<file path="config.mk">
export PLATFORM = sky130hd
export DESIGN_NAME = _regfile_nway
export DESIGN_NICKNAME = d
export VERILOG_FILES = /design/src/rtl/_regfile_nway_pkg.sv /design/src/rtl/_regfile_nway_muxnway.sv /design/src/rtl/_regfile_nway.sv
export SDC_FILE = /design/constraint.sdc
export NUM_CORES = 1
export LEC_CHECK = 0
export CORE_ASPECT_RATIO = 1.1
export CORE_MARGIN = 2
export CORE_UTILIZATION = 40
export CTS_CLUSTER_SIZE = 40
export DETAILED_ROUTE_END_ITERATION = 12
export GPL_ROUTABILITY_DRIVEN = 0
export PLACE_DENSITY = 0.54
export SLEW_MARGIN = 20
export SYNTH_ARGS = -nofsm -noshare
export SYNTH_HDL_FRONTEND = slang
export SYNTH_HIERARCHICAL = 1
export SYNTH_SLANG_ARGS = --single-unit
</file>
<file path="constraint.sdc">
create_clock -name in_clk -period 2.93 [get_ports in_clk]
set_input_delay 0.586 -clock in_clk [delete_from_list [all_inputs] [get_ports in_clk]]
set_output_delay 0.586 -clock in_clk [all_outputs]
set_load 0.03 [all_outputs]
</file>
<file path="src/rtl/_regfile_nway_pkg.sv">
// Shared constants for the N-way register file.
//   RD_COMB / RD_REG : values of the READ_REG parameter (0-cycle / 1-cycle read).
//   BYP_OFF / BYP_ON : values of the BYPASS parameter (no forwarding / write-to-read forwarding).
package _regfile_nway_pkg;

  localparam int RD_COMB = 0;
  localparam int RD_REG  = 1;

  localparam int BYP_OFF = 0;
  localparam int BYP_ON  = 1;

endpackage

</file>
<file path="src/rtl/_regfile_nway_muxnway.sv">
// N-way, WIDTH-bit multiplexer tree built from log2(N) stages of 2:1 muxes.
//   _mux     : out_y = sel ? in_b : in_a
//   _muxnway : out_y = entry `sel` of in_bus (entry 0 occupies the first WIDTH bits).
// All vectors run [0:N-1] with bit 0 as the MSB, so sel[SEL_W-1] is the
// address LSB. Stage k of the tree is steered by sel[SEL_W-1-k], which means
// the LSB picks between neighbouring entries first.

module _mux #(
  parameter int WIDTH = 1
) (
  output logic [0:WIDTH-1] out_y,
  input  logic [0:WIDTH-1] in_a,
  input  logic [0:WIDTH-1] in_b,
  input  logic             sel
);

  assign out_y = sel ? in_b : in_a;

endmodule

module _muxnway #(
  parameter  int N     = 8,
  parameter  int WIDTH = 16,
  localparam int SEL_W = $clog2(N)
) (
  output logic [0:WIDTH-1]   out_y,
  input  logic [0:N*WIDTH-1] in_bus,
  input  logic [0:SEL_W-1]   sel
);

  // Level 0 holds the N leaf words; level k holds N>>k words. Each level is
  // its own array so no variable feeds back into itself.
  for (genvar k = 0; k <= SEL_W; k++) begin : g_lvl
    logic [0:WIDTH-1] node [0:(N>>k)-1];

    if (k == 0) begin : g_leaf
      for (genvar i = 0; i < N; i++) begin : g_in
        assign node[i] = in_bus[i*WIDTH +: WIDTH];
      end
    end else begin : g_stage
      for (genvar j = 0; j < (N >> k); j++) begin : g_pair
        _mux #(.WIDTH(WIDTH)) u_mux (
          .out_y (node[j]),
          .in_a  (g_lvl[k-1].node[2*j]),
          .in_b  (g_lvl[k-1].node[2*j+1]),
          .sel   (sel[SEL_W-k])
        );
      end
    end
  end

  assign out_y = g_lvl[SEL_W].node[0];

endmodule

</file>
<file path="src/rtl/_regfile_nway.sv">
// Parametrised register file: DEPTH words of WIDTH bits, one write port and
// two independent read ports, with per-entry valid bits and bulk clear.
//   in_clk, in_rst_n        : clock, asynchronous active-low reset
//   in_load/in_waddr/in_d   : write port (accepted every cycle, no stall)
//   in_clear                : synchronous clear of all data and valid bits;
//                             wins over a simultaneous load
//   in_raddr_a/in_raddr_b   : read addresses
//   out_a/out_b             : read data
//   out_valid_a/out_valid_b : entry written since the last reset or clear
// READ_REG selects combinational (RD_COMB) or registered (RD_REG) reads.
// BYPASS forwards a same-cycle write to a matching read port; registered
// reads then become write-first, otherwise read-first.
module _regfile_nway
  import _regfile_nway_pkg::*;
#(
  parameter  int WIDTH    = 16,
  parameter  int DEPTH    = 8,
  parameter  int READ_REG = RD_COMB,
  parameter  int BYPASS   = BYP_ON,
  localparam int ADDR_W   = $clog2(DEPTH)
) (
  input  logic              in_clk,
  input  logic              in_rst_n,
  input  logic              in_load,
  input  logic [0:ADDR_W-1] in_waddr,
  input  logic [0:WIDTH-1]  in_d,
  input  logic              in_clear,
  input  logic [0:ADDR_W-1] in_raddr_a,
  input  logic [0:ADDR_W-1] in_raddr_b,
  output logic [0:WIDTH-1]  out_a,
  output logic [0:WIDTH-1]  out_b,
  output logic              out_valid_a,
  output logic              out_valid_b
);

  logic [0:DEPTH*WIDTH-1] data_bus;
  logic [0:DEPTH-1]       valid_bus;
  logic                   wr_en;

  assign wr_en = in_load && !in_clear;

  // Per-entry storage with its own write decode.
  for (genvar i = 0; i < DEPTH; i++) begin : g_entry
    logic [0:WIDTH-1] q;
    logic             v;
    logic             hit;

    assign hit = wr_en && (in_waddr == ADDR_W'(i));

    always_ff @(posedge in_clk or negedge in_rst_n) begin
      if (!in_rst_n) begin
        q <= '0;
        v <= 1'b0;
      end else if (in_clear) begin
        q <= '0;
        v <= 1'b0;
      end else if (hit) begin
        q <= in_d;
        v <= 1'b1;
      end
    end

    assign data_bus[i*WIDTH +: WIDTH] = q;
    assign valid_bus[i]               = v;
  end

  logic [0:WIDTH-1] mem_a, mem_b;
  logic             vmem_a, vmem_b;

  _muxnway #(.N(DEPTH), .WIDTH(WIDTH)) u_mux_a (
    .out_y  (mem_a),
    .in_bus (data_bus),
    .sel    (in_raddr_a)
  );

  _muxnway #(.N(DEPTH), .WIDTH(WIDTH)) u_mux_b (
    .out_y  (mem_b),
    .in_bus (data_bus),
    .sel    (in_raddr_b)
  );

  _muxnway #(.N(DEPTH), .WIDTH(1)) u_vmux_a (
    .out_y  (vmem_a),
    .in_bus (valid_bus),
    .sel    (in_raddr_a)
  );

  _muxnway #(.N(DEPTH), .WIDTH(1)) u_vmux_b (
    .out_y  (vmem_b),
    .in_bus (valid_bus),
    .sel    (in_raddr_b)
  );

  // Forwarding is qualified with reset so a write in flight when reset
  // asserts is not visible on the read ports; wr_en already excludes clear.
  logic fwd_a, fwd_b;
  assign fwd_a = (BYPASS != BYP_OFF) && in_rst_n && wr_en && (in_waddr == in_raddr_a);
  assign fwd_b = (BYPASS != BYP_OFF) && in_rst_n && wr_en && (in_waddr == in_raddr_b);

  logic [0:WIDTH-1] comb_a, comb_b;
  logic             comb_va, comb_vb;

  assign comb_a  = fwd_a ? in_d : mem_a;
  assign comb_b  = fwd_b ? in_d : mem_b;
  assign comb_va = fwd_a | vmem_a;
  assign comb_vb = fwd_b | vmem_b;

  if (READ_REG == RD_REG) begin : g_rd_reg
    always_ff @(posedge in_clk or negedge in_rst_n) begin
      if (!in_rst_n) begin
        out_a       <= '0;
        out_b       <= '0;
        out_valid_a <= 1'b0;
        out_valid_b <= 1'b0;
      end else if (in_clear) begin
        out_a       <= '0;
        out_b       <= '0;
        out_valid_a <= 1'b0;
        out_valid_b <= 1'b0;
      end else begin
        out_a       <= comb_a;
        out_b       <= comb_b;
        out_valid_a <= comb_va;
        out_valid_b <= comb_vb;
      end
    end
  end else begin : g_rd_comb
    assign out_a       = comb_a;
    assign out_b       = comb_b;
    assign out_valid_a = comb_va;
    assign out_valid_b = comb_vb;
  end

endmodule

</file>
==> results.sh <==
export IMPL_synthesis_area_sq_mm=0.0101
export IMPL_wl_microns=29900
export IMPL_post_dp_hpwl_microns=17400
export IMPL_period_needed_ns=2.90
export IMPL_drive_gt1_share_pct=43.5
export IMPL_setup_viol=0
export IMPL_antenna_found_initial=0
export IMPL_num_vias=7695
export IMPL_crit_start="in_raddr_a[2]"
export IMPL_die_height_microns=171
export IMPL_drt_iter0_markers=601
export IMPL_ant_nets=0
export IMPL_clock_fmax_ghz=0.345
export IMPL_synth_area_leaders="dfrtp_1 (34%), mux2_4 (25%), mux2_2 (11%)"
export IMPL_slew_violations=0
export IMPL_cts_buffer_depth=2
export IMPL_syn_nets=977
export IMPL_critPathKind="in -> out"
export IMPL_fin_skew_ns=0
export IMPL_final_common_cell="mux2_4"
export IMPL_overflow=0
export IMPL_synth_seq_area_share_pct=33.6
export IMPL_power_density_mw_per_mm2=415
export IMPL_cts_num_sinks=136
export IMPL_areaGrowthSynthToFinish_pct=17.0
export IMPL_reg2reg_to="g_entry[0].q[12]$_DFFE_PN0P_"
export IMPL_postSynthCellCount=948
export IMPL_status="finished clean"
export IMPL_clk_pin_slew_ns=0.07
export IMPL_worstSetupEndpointType="output port"
export IMPL_start_util_pct=40.4
export IMPL_path_buf_inv=4
export IMPL_cts_htree_levels=4
export IMPL_cp_start_kind="primary input"
export IMPL_pwr_share_seq_pct=39.0
export IMPL_relSlewSlack_pct=40.7
export IMPL_synth_top_area_share_pct=33.6
export IMPL_die_x_microns=156
export IMPL_p_clk_share_pct=45.4
export IMPL_dr_pass1_iters=5
export IMPL_vias_per_cell=5.83
export IMPL_critPathMostFrequentCell="mux2_2"
export IMPL_clock_latency_ns=0.43
export IMPL_crit_family="multiplexers"
export IMPL_grt_usage_pct=23.3
export IMPL_wire_per_inst_microns=22.7
export IMPL_worstMarginPinSlew_ns=0.889
export IMPL_n_antenna_cell=0
export IMPL_min_path_type="in -> async"
export IMPL_coreArea_sq_mm=0.0251
export IMPL_setup_ws_ns=0.0273
export IMPL_fin_crit_sh_pct=99.1
export IMPL_cp_depth=8
export IMPL_io_pins=63
export IMPL_grt_max_degree=137
export IMPL_max_stage_delay_ns=0.33
export IMPL_cp_slowest_cell="mux2_2"
export IMPL_portBuffers=62
export IMPL_syn_area_per_cell_sq_um=10.7
export IMPL_fillerInstances=2347
export IMPL_p_comb_share_pct=15.6
export IMPL_worstRegToRegCells=2
export IMPL_power_switching_mw=1.37
export IMPL_drc_errors=0
export IMPL_timing_hold_ws_ns=0.207
export IMPL_layout_common_cells="mux2_4 (173), dfrtp_1 (136), nand3_1 (128), o21ai_0 (128), a21oi_1 (128)"
export IMPL_vdd_ir_drop_worst_mv=0.449
export IMPL_switching_share_pct=27.8
export IMPL_cts_buffers=17
export IMPL_grt_pass1_wl_microns=47400
export IMPL_p_int_mw=3.55
export IMPL_row_count=61
export IMPL_grt_pass1_vias=7851
export IMPL_dieArea_sq_mm=0.0266
export IMPL_critPathCapture="out_a[14]"
export IMPL_critPathRequiredTime_ns=2.34
export IMPL_rrSetupSlack_ns=2.18
export IMPL_root_buffer="clkbuf_16"
export IMPL_leakage_nw=5.23
export IMPL_worstPathArrival_ns=2.32
export IMPL_cap_viol_max_count=0
export IMPL_pre_cts_ws_ns=-0.441
export IMPL_finalNetCount=1021
export IMPL_rr_startpoint="g_entry[0].q[12]$_DFFE_PN0P_"
export IMPL_yosysWarningCount=6
export IMPL_cts_tree="done"
export IMPL_hold_violations=0
export IMPL_worstPathCellList="buf_12, buf_8, buf_12, mux2_2, mux2_2, mux2_2, mux2_2, buf_6"
export IMPL_cp_max_fo=10
export IMPL_ys_types=29
export IMPL_yosys_area_top_type="dfrtp_1"
export IMPL_ys_ff_latch=136
[logic make-up after synthesis]
kind of cell	count (synthesis)	share of synthesized area, %
compound gates	264	13.1
flops	136	33.6
simple gates	145	7.84
xor+xnor	6	0.667
buf+inv	127	8.42
mux	270	36.4
[worst register-to-register path, cell delays in order, from the launching register on]
cell	delay, ns
dfrtp_1	0.38
o21ai_0	0.10
a21oi_1	0.19
[cell type report]
type | instances | area (sq um) | share of cell area (%)
Multi-Input combinational cell | 685 | 5890 | 49.7
Sequential cell | 136 | 3400 | 28.7
Timing Repair Buffer | 144 | 1540 | 13.0
Clock buffer | 17 | 425 | 3.59
Tap cell | 315 | 394 | 3.32
Clock inverter | 14 | 171 | 1.45
Inverter | 8 | 30.0 | 0.253
[power by group through the flow]
stage	logic [mW]	registers, mW	clock network (mW)
2_1_floorplan	0.470	1.95	0
3_3_place_gp	0.740	1.95	0
3_5_place_dp	0.741	1.96	0
4_1_cts	0.758	1.92	2.28
5_1_grt	0.813	1.92	2.35
6_report	0.767	1.92	2.24
[timing repair]
action,4_1_cts,5_1_grt
cloned,2,2
gates resized for setup,74,17
hold buffers,0,0
hold endpoints to repair,0,0
buffers inserted,1,0
endpoints found under the setup margin,33,17
pin swaps,2,1
[registers in the layout, indices dropped and copies added, names as in the netlist]
register and cells:
g_entry.q 128, g_entry.v 8
[per-stage QoR]
step | TNS [ns] | total power [mW] | util [%] | instance area [sq um] | instances
floorplan | 0 | 2.42 | - | 10100 | 948
global placement | -9.30 | 2.69 | 44.0 | 11000 | 1283
detailed placement | -9.86 | 2.70 | 44.0 | 11000 | 1283
CTS | -0.000724 | 4.96 | 47.0 | 11800 | 1317
global route | -0.00381 | 5.09 | 47.2 | 11900 | 1319
finish | 0 | 4.92 | 47.2 | 11900 | 1319
[cells in the mapped netlist, drive strengths merged]
cell,n
nand3b,2
dfrtp,136
inv,8
and3b,1
nand2,1
buf,46
and2,1
o22ai,8
or3b,1
nor4,2
nor3b,1
nor2b,1
nor2,1
mux2,270
a21oi,128
and2b,1
nand3,128
or2,3
o21ai,128
clkbuf,73
nand2b,2
xor2,6
[routing by layer]
metal / GRT usage (%) / part of all wire [%] / up-vias
met2: 37.4 / 48 / 252
met4: 5.42 / 1.1 / 0
li1: - / - / 3523
met1: 33.1 / 45 / 3895
met3: 3.44 / 5.8 / 25
met5: 0 / 0 / -
[worst min-delay path by stage]
stage / to / depth (start not counted) / slack (ns)
2_1_floorplan: g_entry[0].q[0]$_DFFE_PN0P_ / 0 / 0.29
3_3_place_gp: g_entry[4].v$_DFFE_PN0P_ / 2 / 0.53
3_5_place_dp: g_entry[2].v$_DFFE_PN0P_ / 2 / 0.54
4_1_cts: g_entry[2].q[14]$_DFFE_PN0P_ / 2 / 0.35
5_1_grt: g_entry[5].q[14]$_DFFE_PN0P_ / 2 / 0.37
6_report: g_entry[2].q[14]$_DFFE_PN0P_ / 2 / 0.21
No activity file was read; power rests on OpenSTA's default activity.
